$ cat src/rtl/jeff_74x181_seq_pkg.sv
// Shared types and sizes for the 74x181 word sequencer: FSM encoding,
// word/nibble geometry and the nibble part-select base helper.
package jeff_74x181_seq_pkg;

  localparam int WORD_W  = 16;
  localparam int NIBBLES = 4;
  localparam int NIB_W   = WORD_W / NIBBLES;

  typedef enum logic [1:0] {
    IDLE = 2'd0,
    RUN  = 2'd1,
    DONE = 2'd2
  } state_t;

  // Bit offset of nibble idx within a word.
  function automatic logic [3:0] nib_base(input logic [1:0] idx);
    return {idx, 2'b00};
  endfunction

endpackage

$ cat src/rtl/jeff_74x181_word_sequencer.sv
// Runs a 16-bit operation through one external 74x181 slice, one nibble per
// clock, rippling the slice carry through a register between nibbles.
module jeff_74x181_word_sequencer
  import jeff_74x181_seq_pkg::*;
(
  input  logic              clk,
  input  logic              rst_bar,
  input  logic              start,
  input  logic [WORD_W-1:0] op_a,
  input  logic [WORD_W-1:0] op_b,
  input  logic [3:0]        sel,
  input  logic              mode,
  input  logic              cin,
  output logic [NIB_W-1:0]  alu_a,
  output logic [NIB_W-1:0]  alu_b,
  output logic [3:0]        alu_s,
  output logic              alu_m,
  output logic              alu_ci_bar,
  input  logic [NIB_W-1:0]  alu_f,
  input  logic              alu_co_bar,
  input  logic              alu_aeqb,
  output logic [WORD_W-1:0] result,
  output logic              cout,
  output logic              aeqb,
  output logic              busy,
  output logic              done
);

  state_t            state;
  state_t            state_nxt;
  logic [1:0]        idx;
  logic [WORD_W-1:0] a_q;
  logic [WORD_W-1:0] b_q;
  logic [WORD_W-1:0] result_q;
  logic [3:0]        sel_q;
  logic              mode_q;
  logic              cin_q;
  logic              co_bar_q;
  logic              eq_q;
  logic              accept;

  assign accept = (state == IDLE) && start;

  always_ff @(posedge clk) begin
    if (!rst_bar) state <= IDLE;
    else          state <= state_nxt;
  end

  always_comb begin
    state_nxt = state;
    case (state)
      IDLE:    if (start) state_nxt = RUN;
      RUN:     if (idx == 2'(NIBBLES - 1)) state_nxt = DONE;
      DONE:    state_nxt = IDLE;
      default: state_nxt = IDLE;
    endcase
  end

  // Slice drive plus status; the slice sees a fixed idle pattern outside RUN.
  always_comb begin
    busy       = (state != IDLE);
    done       = (state == DONE);
    alu_a      = '0;
    alu_b      = '0;
    alu_s      = 4'b0000;
    alu_m      = 1'b1;
    alu_ci_bar = 1'b1;
    if (state == RUN) begin
      alu_a      = a_q[nib_base(idx) +: NIB_W];
      alu_b      = b_q[nib_base(idx) +: NIB_W];
      alu_s      = sel_q;
      alu_m      = mode_q;
      alu_ci_bar = (idx == 2'd0) ? ~cin_q : co_bar_q;
    end
  end

  always_ff @(posedge clk) begin
    if (!rst_bar) begin
      idx      <= '0;
      a_q      <= '0;
      b_q      <= '0;
      sel_q    <= '0;
      mode_q   <= 1'b0;
      cin_q    <= 1'b0;
      result_q <= '0;
      co_bar_q <= 1'b1;
      eq_q     <= 1'b0;
    end else if (accept) begin
      idx      <= '0;
      a_q      <= op_a;
      b_q      <= op_b;
      sel_q    <= sel;
      mode_q   <= mode;
      cin_q    <= cin;
      co_bar_q <= 1'b1;
      eq_q     <= 1'b1;
    end else if (state == RUN) begin
      result_q[nib_base(idx) +: NIB_W] <= alu_f;
      co_bar_q <= alu_co_bar;
      eq_q     <= eq_q & alu_aeqb;
      idx      <= idx + 2'd1;
    end
  end

  assign result = result_q;
  assign cout   = ~mode_q & ~co_bar_q;
  assign aeqb   = eq_q;

endmodule

$ cat config.mk
export PLATFORM = sky130hd
export DESIGN_NAME = jeff_74x181_word_sequencer
export DESIGN_NICKNAME = d
export VERILOG_FILES = /design/src/rtl/jeff_74x181_seq_pkg.sv /design/src/rtl/jeff_74x181_word_sequencer.sv
export SDC_FILE = /design/constraint.sdc
export NUM_CORES = 1
export LEC_CHECK = 0
export ABC_AREA = 1
export ABC_CLOCK_PERIOD_IN_PS = 1900
export BUFFER_PORTS_ARGS = -buffer_cell sky130_fd_sc_hd__buf_2
export CORE_ASPECT_RATIO = 1.75
export CORE_UTILIZATION = 46
export DETAILED_ROUTE_END_ITERATION = 8
export PLACE_DENSITY = 0.75
export REMOVE_ABC_BUFFERS = 1
export SYNTH_ARGS = -nofsm -noshare
export SYNTH_HDL_FRONTEND = slang
export SYNTH_SLANG_ARGS = --single-unit
$ cat constraint.sdc
create_clock -name clk -period 1.9 [get_ports clk]
set_clock_uncertainty 0.15 [all_clocks]
set_input_delay 0.285 -clock clk [delete_from_list [all_inputs] [get_ports clk]]
set_output_delay 0.285 -clock clk [all_outputs]
set_load 0.01 [all_outputs]
Yosys cells after proc, flatten, opt, wreduce, memory -nomap -nowiden --
Cells that the tools add are included.
Word-level totals: output and inout bits 34, input bits 47, register bits after elaboration 60, logic and storage cells 48
Cells by class: add/sub/neg operators 2, mux-type cells 12, equality and inequality tests 5, reduce and logical (&&, ||, !) cells 8, shift-type cells 4, bitwise logic cells 7
Operators with widths (number):
- $shiftx A16 B5 Y4 | 2
- $bwmux W16 | 1
- $shift A4 B6 Y16 const A | 1
- $shiftx A4 B6 Y16 | 1
- $mux W4 | 3
- $neg A4 Y6 | 1
- $mux W1 | 5
- $not A1 Y1 | 5
- $eq A2 B2 Y1 const B | 2
- $logic_not A2 Y1 | 2
- $mux W2 | 2
- $ne A2 B2 Y1 const B | 2
- $pmux W2 S2 | 1
- $reduce_and A2 Y1 | 2
- $reduce_bool A2 Y1 | 2
- $add A2 B1 Y2 const B | 1
- $and A1 B1 Y1 | 2
- $eq A2 B1 Y1 const B | 1
- $reduce_or A2 Y1 | 1
- $logic_and A1 B1 Y1 | 1

Depth between registers and ports, before layout --
Gate-level depths: netlist of run 1.
depth after elaboration 4, mapped depth 9, depth with buffers taken out 7

Least setup slack after synthesis of run 1 --
No wires, ideal clock.
path kind register to output, start register idx[0], end output alu_ci_bar, buffers on the path 3, required time 1465 ps, slack 70 ps, data arrival time 1395 ps, cell stages (with the launch flop) 8, cell sequence dfxtp_1 > buf_4 > inv_2 > buf_2 > ha_1 > buf_2 > inv_1 > o21ai_0
On the way: longest elaborated chain between the ends 3
RTL lines:
- start, declared | RTL line jeff_74x181_word_sequencer.sv:31 | logic [1:0] idx;
- start signal, assigned | RTL line jeff_74x181_word_sequencer.sv:101 | idx <= idx + 2'd1;
- $logic_not A2 Y1 | RTL line jeff_74x181_word_sequencer.sv:73 | alu_ci_bar = (idx == 2'd0) ? ~cin_q : co_bar_q;
- $mux W1 | RTL line jeff_74x181_word_sequencer.sv:73
- $mux W1 | RTL line jeff_74x181_word_sequencer.sv:68 | if (state == RUN) begin
- end, declared | RTL line jeff_74x181_word_sequencer.sv:18 | output logic alu_ci_bar,
Every way passes these cells.

Worst setup path in the final report of run 1 --
start register idx[0], end output alu_a[0]
On the way: longest elaborated chain between the ends 2
RTL lines:
- $shiftx A16 B5 Y4 | RTL line jeff_74x181_word_sequencer.sv:69 | alu_a = a_q[nib_base(idx) +: NIB_W];
- $mux W4 | RTL line jeff_74x181_word_sequencer.sv:68
- end, declared | RTL line jeff_74x181_word_sequencer.sv:14 | output logic [NIB_W-1:0] alu_a,
Every way passes these cells.

==> out/qor.txt, run 1 <==
Fmax achieved = 0.520 GHz
clock tree buffer depth = 2
# hold bufs at CTS = 0
sequence of cells on the critical path = clkbuf_16 > nor2_1 > nor2_1 > o21ai_1 > a21oi_1 > buf_2
total die area = 0.00615 sq mm
die boundary width = 59.7 um
first-pass GRT wire length = 9760 um
path type of the worst setup path = flip-flop to output pin
Hold WC Path Type = input pin to flip-flop
biggest cell delay along the critical path = 0.43 ns
number of placement rows = 36
n_diodes = 0
data arrival time of the critical path = 1.49 ns
status = finished, violations left
Worst EP required = 1.46 ns
maximum ir drop on the vdd rail = 0.552 mV
number of top-level design ports = 81
count of vias placed by the detailed router = 2547
pre-CTS setup slack = 0.276 ns
clock latency on the worst-skew pair = 0.34 ns
initial standard-cell utilization of the core = 0.480
number of violations reported at the end of detailed-routing iteration 0 = 98
maximum number of pins on one net before global-route repair = 47
clock tree sinks = 60
Slew @ Worst Pin = 0.557 ns
Leakage Power = 1.52 nW
global routing usage summed across all routing layers = 0.216
clock edge transition at the registers on the reported setup and hold paths = 0.07 ns
number of antenna violations at the first check in global routing = 0
Final nets = 503
count of endpoints failing setup in the final report = 1
RSZ-0062 raised after global routing = yes
share of layout cells above drive strength 1 = 0.297
y dimension of the die = 103 um
DRC = 0
port bufs = 80
routability-driven placement congestion ratio = 0.790
cells after synthesis = 367
final worst setup slack = -0.0240 ns
violations in the final reports = negative setup slack
placed wire-length estimate = 4240 um
number of global-route vias before repair = 2320
mean instance size in the synthesized netlist = 7.31 sq um
register bit count reported by yosys = 60
Final min period = 1.92 ns
post-detailed-route via-to-cell ratio = 4.81
final worst-path cycle share = 1.01
reported max-cap violation count = 0
maximum fanout along the worst path = 5
number of H-tree levels = 3
Overflow after GRT = 0
number of buffers inserted during clock tree synthesis = 9
clock tree root buffer cell = clkbuf_8
Top Family by Delay on Critical Path = flip-flops
drt wl/cell = 11.7 um
Final Max Tran Viols = 0
sum of buffers and inverters on the critical path = 2
most common cell type on the critical path = nor2_1
slowest library cell on the worst path = dfxtp_4
CTS tree = yes
sequential-to-total area share from yosys stat = 0.448
final WL = 6220 um
Std-Cell Core Area = 0.00559 sq mm
critical path endpoint category = output pin
power density over cell area = 835 mW/mm^2
synthesized area = 0.00268 sq mm
worst rel slew slack = 0.628
number of warnings printed during yosys synthesis = 0
Post-DRT Antenna Nets = 0
post-synth cell types = 25
crit start category = flip-flop
first drt pass iteration count = 4
worst hold slack across all endpoints = 0.0304 ns
area overhead of the layout relative to synthesis = 26.1%
number of endpoints with negative hold slack in the final report = 0
report_power, final:
group	switching [mW]	internal, mW
clock network	0.456	0.533
registers	0.0484	1.34
logic	0.257	0.189
total	0.761	2.06
metal layers:
metal | vias to the layer above | wire length, um | share of wire | GRT usage
met4 | 0 | 174 | 0.028 | 0.131
met1 | 1125 | 2420 | 0.39 | 0.207
met3 | 14 | 220 | 0.035 | 0.0389
met2 | 64 | 3400 | 0.55 | 0.407
met5 | - | 0 | 0 | 0
li1 | 1344 | - | - | -
logic make-up (layout without fill, tap and decap cells):
logic type      after synthesis  count (layout)  synth area share
simple gates                171             171             0.266
buf+inv                      41             128            0.0887
flops                        60              60             0.448
compound gates               88              88             0.166
xor+xnor                      1               1           0.00327
fa+ha+maj                     6               6            0.0280
through the flow:
stage          area [sq um]  setup TNS, ns   util  total power, mW  instances
6_report               3380        -0.0240  0.605             2.82        530
5_1_grt                3380         -0.367  0.605             2.97        530
4_1_cts                3310       -0.00325  0.592             2.81        527
3_5_place_dp           3090              0  0.552             1.81        511
3_3_place_gp           3090              0  0.552             1.80        511
2_1_floorplan          2510          -1.02      -             1.65        345
worst register-to-register path, cell delays in order (launching register included):
cell and delay [ns]:
dfxtp_4 0.43, inv_6 0.07, ha_1 0.34, inv_1 0.09
nand2_1 0.05, nor2_1 0.22, nand2_1 0.09, a21oi_1 0.12
cell usage after synthesis (all sizes together):
library cell,number,share of area
xor2,1,0.0033
buf,18,0.056
clkbuf,4,0.0056
nor3,4,0.013
a21oi,32,0.061
nand3,10,0.028
nand4,1,0.0023
ha,6,0.028
or2,1,0.0023
o21ai,56,0.10
clkinv,2,0.0028
inv,17,0.024
dfxtp,60,0.45
nand2,40,0.058
nor2,115,0.16
path summary, 6_finish.rpt:
check                              start         end  slack, ns  cells past startpoint
worst min register to register  sel_q[1]    sel_q[1]       0.30                      2
worst max-delay path              idx[0]    alu_a[0]      -0.02                      6
worst max register to register    idx[0]  result[15]       0.25                      7
worst min-delay path            op_a[10]     a_q[10]       0.03                      3
area by class of cell:
cell class / instances / area [sq um]
Clock buffer: 13 / 159
Clock inverter: 2 / 10.0
Fill cell: 553 / 2200
Inverter: 19 / 77.6
Multi-Input combinational cell: 266 / 1270
Sequential cell: 60 / 1210
Tap cell: 76 / 95.1
Timing Repair Buffer: 94 / 558
layout by cell type (no fill, tap or decap), types with 2 or more instances in the layout:
cell      instances
buf_4             9
nand2_1          38
nor2_2            7
clkbuf_8         11
o21ai_1          42
nor2_4            2
inv_1            13
clkinv_2          3
nor3_2            3
ha_1              6
nand3_1           5
nand3_2           5
clkbuf_1          2
inv_2             3
buf_6             2
buf_2            80
o21ai_0          14
dfxtp_1          58
a21oi_1          31
nor2_1          106
flip-flops by register name, indices dropped and copies added, names as in the netlist, 2 cells and up:
signal and cells:
sel_q 4, result 16, a_q 16, b_q 16
state 2, idx 2
timing repair:
item,4_1_cts,5_1_grt
gates resized for setup,11,20
endpoints found under the setup margin,7,8
pin swaps,2,8
gates cloned,1,1
setup buffers,0,2
Power figures use the tool's default switching activity.
==> inputs of run 2 (changes only) <==
Settings changed: CORE_ASPECT_RATIO 1.75 to 0.6.
==> out/qor.txt, run 2 (synthesis results as in run 1) <==
number of H-tree levels = 3
Std-Cell Core Area = 0.00560 sq mm
first-pass GRT wire length = 10800 um
area overhead of the layout relative to synthesis = 26.5%
count of vias placed by the detailed router = 2574
number of placement rows = 21
number of violations reported at the end of detailed-routing iteration 0 = 120
pre-CTS setup slack = 0.203 ns
leading cell types in the layout, fill and taps excluded = nor2_1 (109), buf_2 (80), dfxtp_1 (58)
critical path endpoint category = output pin
clock tree root buffer cell = clkbuf_8
worst rel slew slack = 0.621
Util after Layout = 0.606
clock edge transition at the registers on the reported setup and hold paths = 0.06 ns
port bufs = 80
Slew @ Worst Pin = 0.568 ns
Post-DRT Antenna Nets = 0
drt wl/cell = 12.4 um
Leakage Power = 1.53 nW
final WL = 6630 um
slowest library cell on the worst path = dfxtp_4
post-route setup TNS = 0 ns
final worst-path cycle share = 0.987
Setup crit start = idx[0]
most common cell type on the critical path = nor2_1
number of antenna violations at the first check in global routing = 0
post-detailed-route via-to-cell ratio = 4.81
number of global-route vias before repair = 2289
maximum ir drop on the vdd rail = 0.408 mV
CTS tree = yes
final worst setup slack = 0.0246 ns
crit start category = flip-flop
data arrival time of the critical path = 1.44 ns
maximum fanout along the worst path = 5
sequence of cells on the critical path = clkbuf_16 > nor2_1 > nor2_1 > o21ai_0 > a21oi_1 > buf_2
clock latency on the worst-skew pair = 0.34 ns
Final min period = 1.88 ns
Final nets = 504
first drt pass iteration count = 5
die boundary width = 101 um
Worst EP required = 1.46 ns
y dimension of the die = 61.1 um
number of endpoints with negative hold slack in the final report = 0
Hold WC Path Type = input pin to flip-flop
path type of the worst setup path = flip-flop to output pin
n_diodes = 0
initial standard-cell utilization of the core = 0.479
Fmax achieved = 0.533 GHz
worst reg2reg startpoint = idx[1]
clock tree sinks = 60
Post-Layout Cell Count = 535
worst hold start = op_a[8]
placed insts = 516
maximum number of pins on one net before global-route repair = 35
clock tree buffer depth = 2
routability-driven placement congestion ratio = 0.787
count of endpoints failing setup in the final report = 0
reported max-cap violation count = 0
# hold bufs at CTS = 0
placed wire-length estimate = 4550 um
DRC = 0
Final Max Tran Viols = 0
status = finished, final reports clean
number of top-level design ports = 81
total power after layout = 2.85 mW
biggest cell delay along the critical path = 0.42 ns
power density over cell area = 840 mW/mm^2
Overflow after GRT = 0
number of buffers inserted during clock tree synthesis = 9
total die area = 0.00615 sq mm
share of layout cells above drive strength 1 = 0.297
global routing usage summed across all routing layers = 0.236
RSZ-0062 raised after global routing = yes
leading cell type in the layout, fill and taps excluded = nor2_1
## run 2: cell types whose count changed in the layout (fill, tap and decap cells not counted), sizes merged
| cell | before | now |
|---|---|---|
| buf | 93 | 94 |
## run 2: routing by layer
| layer | track usage | vias to the layer above | part of all wire |
|---|---|---|---|
| met5 | 0 | - | 0 |
| met4 | 0.0787 | 0 | 0.0095 |
| met3 | 0.0908 | 5 | 0.067 |
| met2 | 0.357 | 80 | 0.43 |
| met1 | 0.313 | 1140 | 0.49 |
| li1 | - | 1349 | - |
## run 2: layout make-up
type | instances | area [sq um]
clock buffers | 13 | 159
clock inverters | 2 | 10.0
repair buffers | 95 | 566
well taps | 80 | 100
fillers | 541 | 2200
flip-flops and latches | 60 | 1210
inverters | 19 | 77.6
multi-input cells | 266 | 1270
## run 2: worst paths after layout
check | to | slack [ns] | cells after the start
worst min register to register | sel_q[0] | 0.30 | 2
worst max-delay path | alu_b[3] | 0.02 | 6
worst max register to register | result[12] | 0.20 | 8
worst min-delay path | a_q[8] | 0.03 | 3
## run 2: critical path: cells and delay by family, from the launching register on
family                 cells  cell delay [ns]
AOI/OAI and AO/OA          2             0.25
buffers and inverters      2             0.32
DFF                        1             0.42
and+or+nand+nor            2             0.12
## run 2: power by group
group | internal, mW | switching (mW) | leakage [nW]
Combinational | 0.191 | 0.263 | 0.942
Clock | 0.533 | 0.475 | 0.0893
Sequential | 1.34 | 0.0487 | 0.495
## run 2: repair_timing
action / 4_1_cts / 5_1_grt
pin swaps: 1 / 11
setup buffers: 1 / 1
setup endpoints to repair: 8 / 9
cloned: 1 / 1
gates resized for setup: 5 / 26
## run 2: metrics by stage
step                      hold WS, ns  instance area, sq um
after CTS                      0.0184                  3320
after detailed placement        0.294                  3100
after global placement          0.290                  3100
after floorplan                 0.229                  2510
after global routing           0.0313                  3390
final                          0.0285                  3390
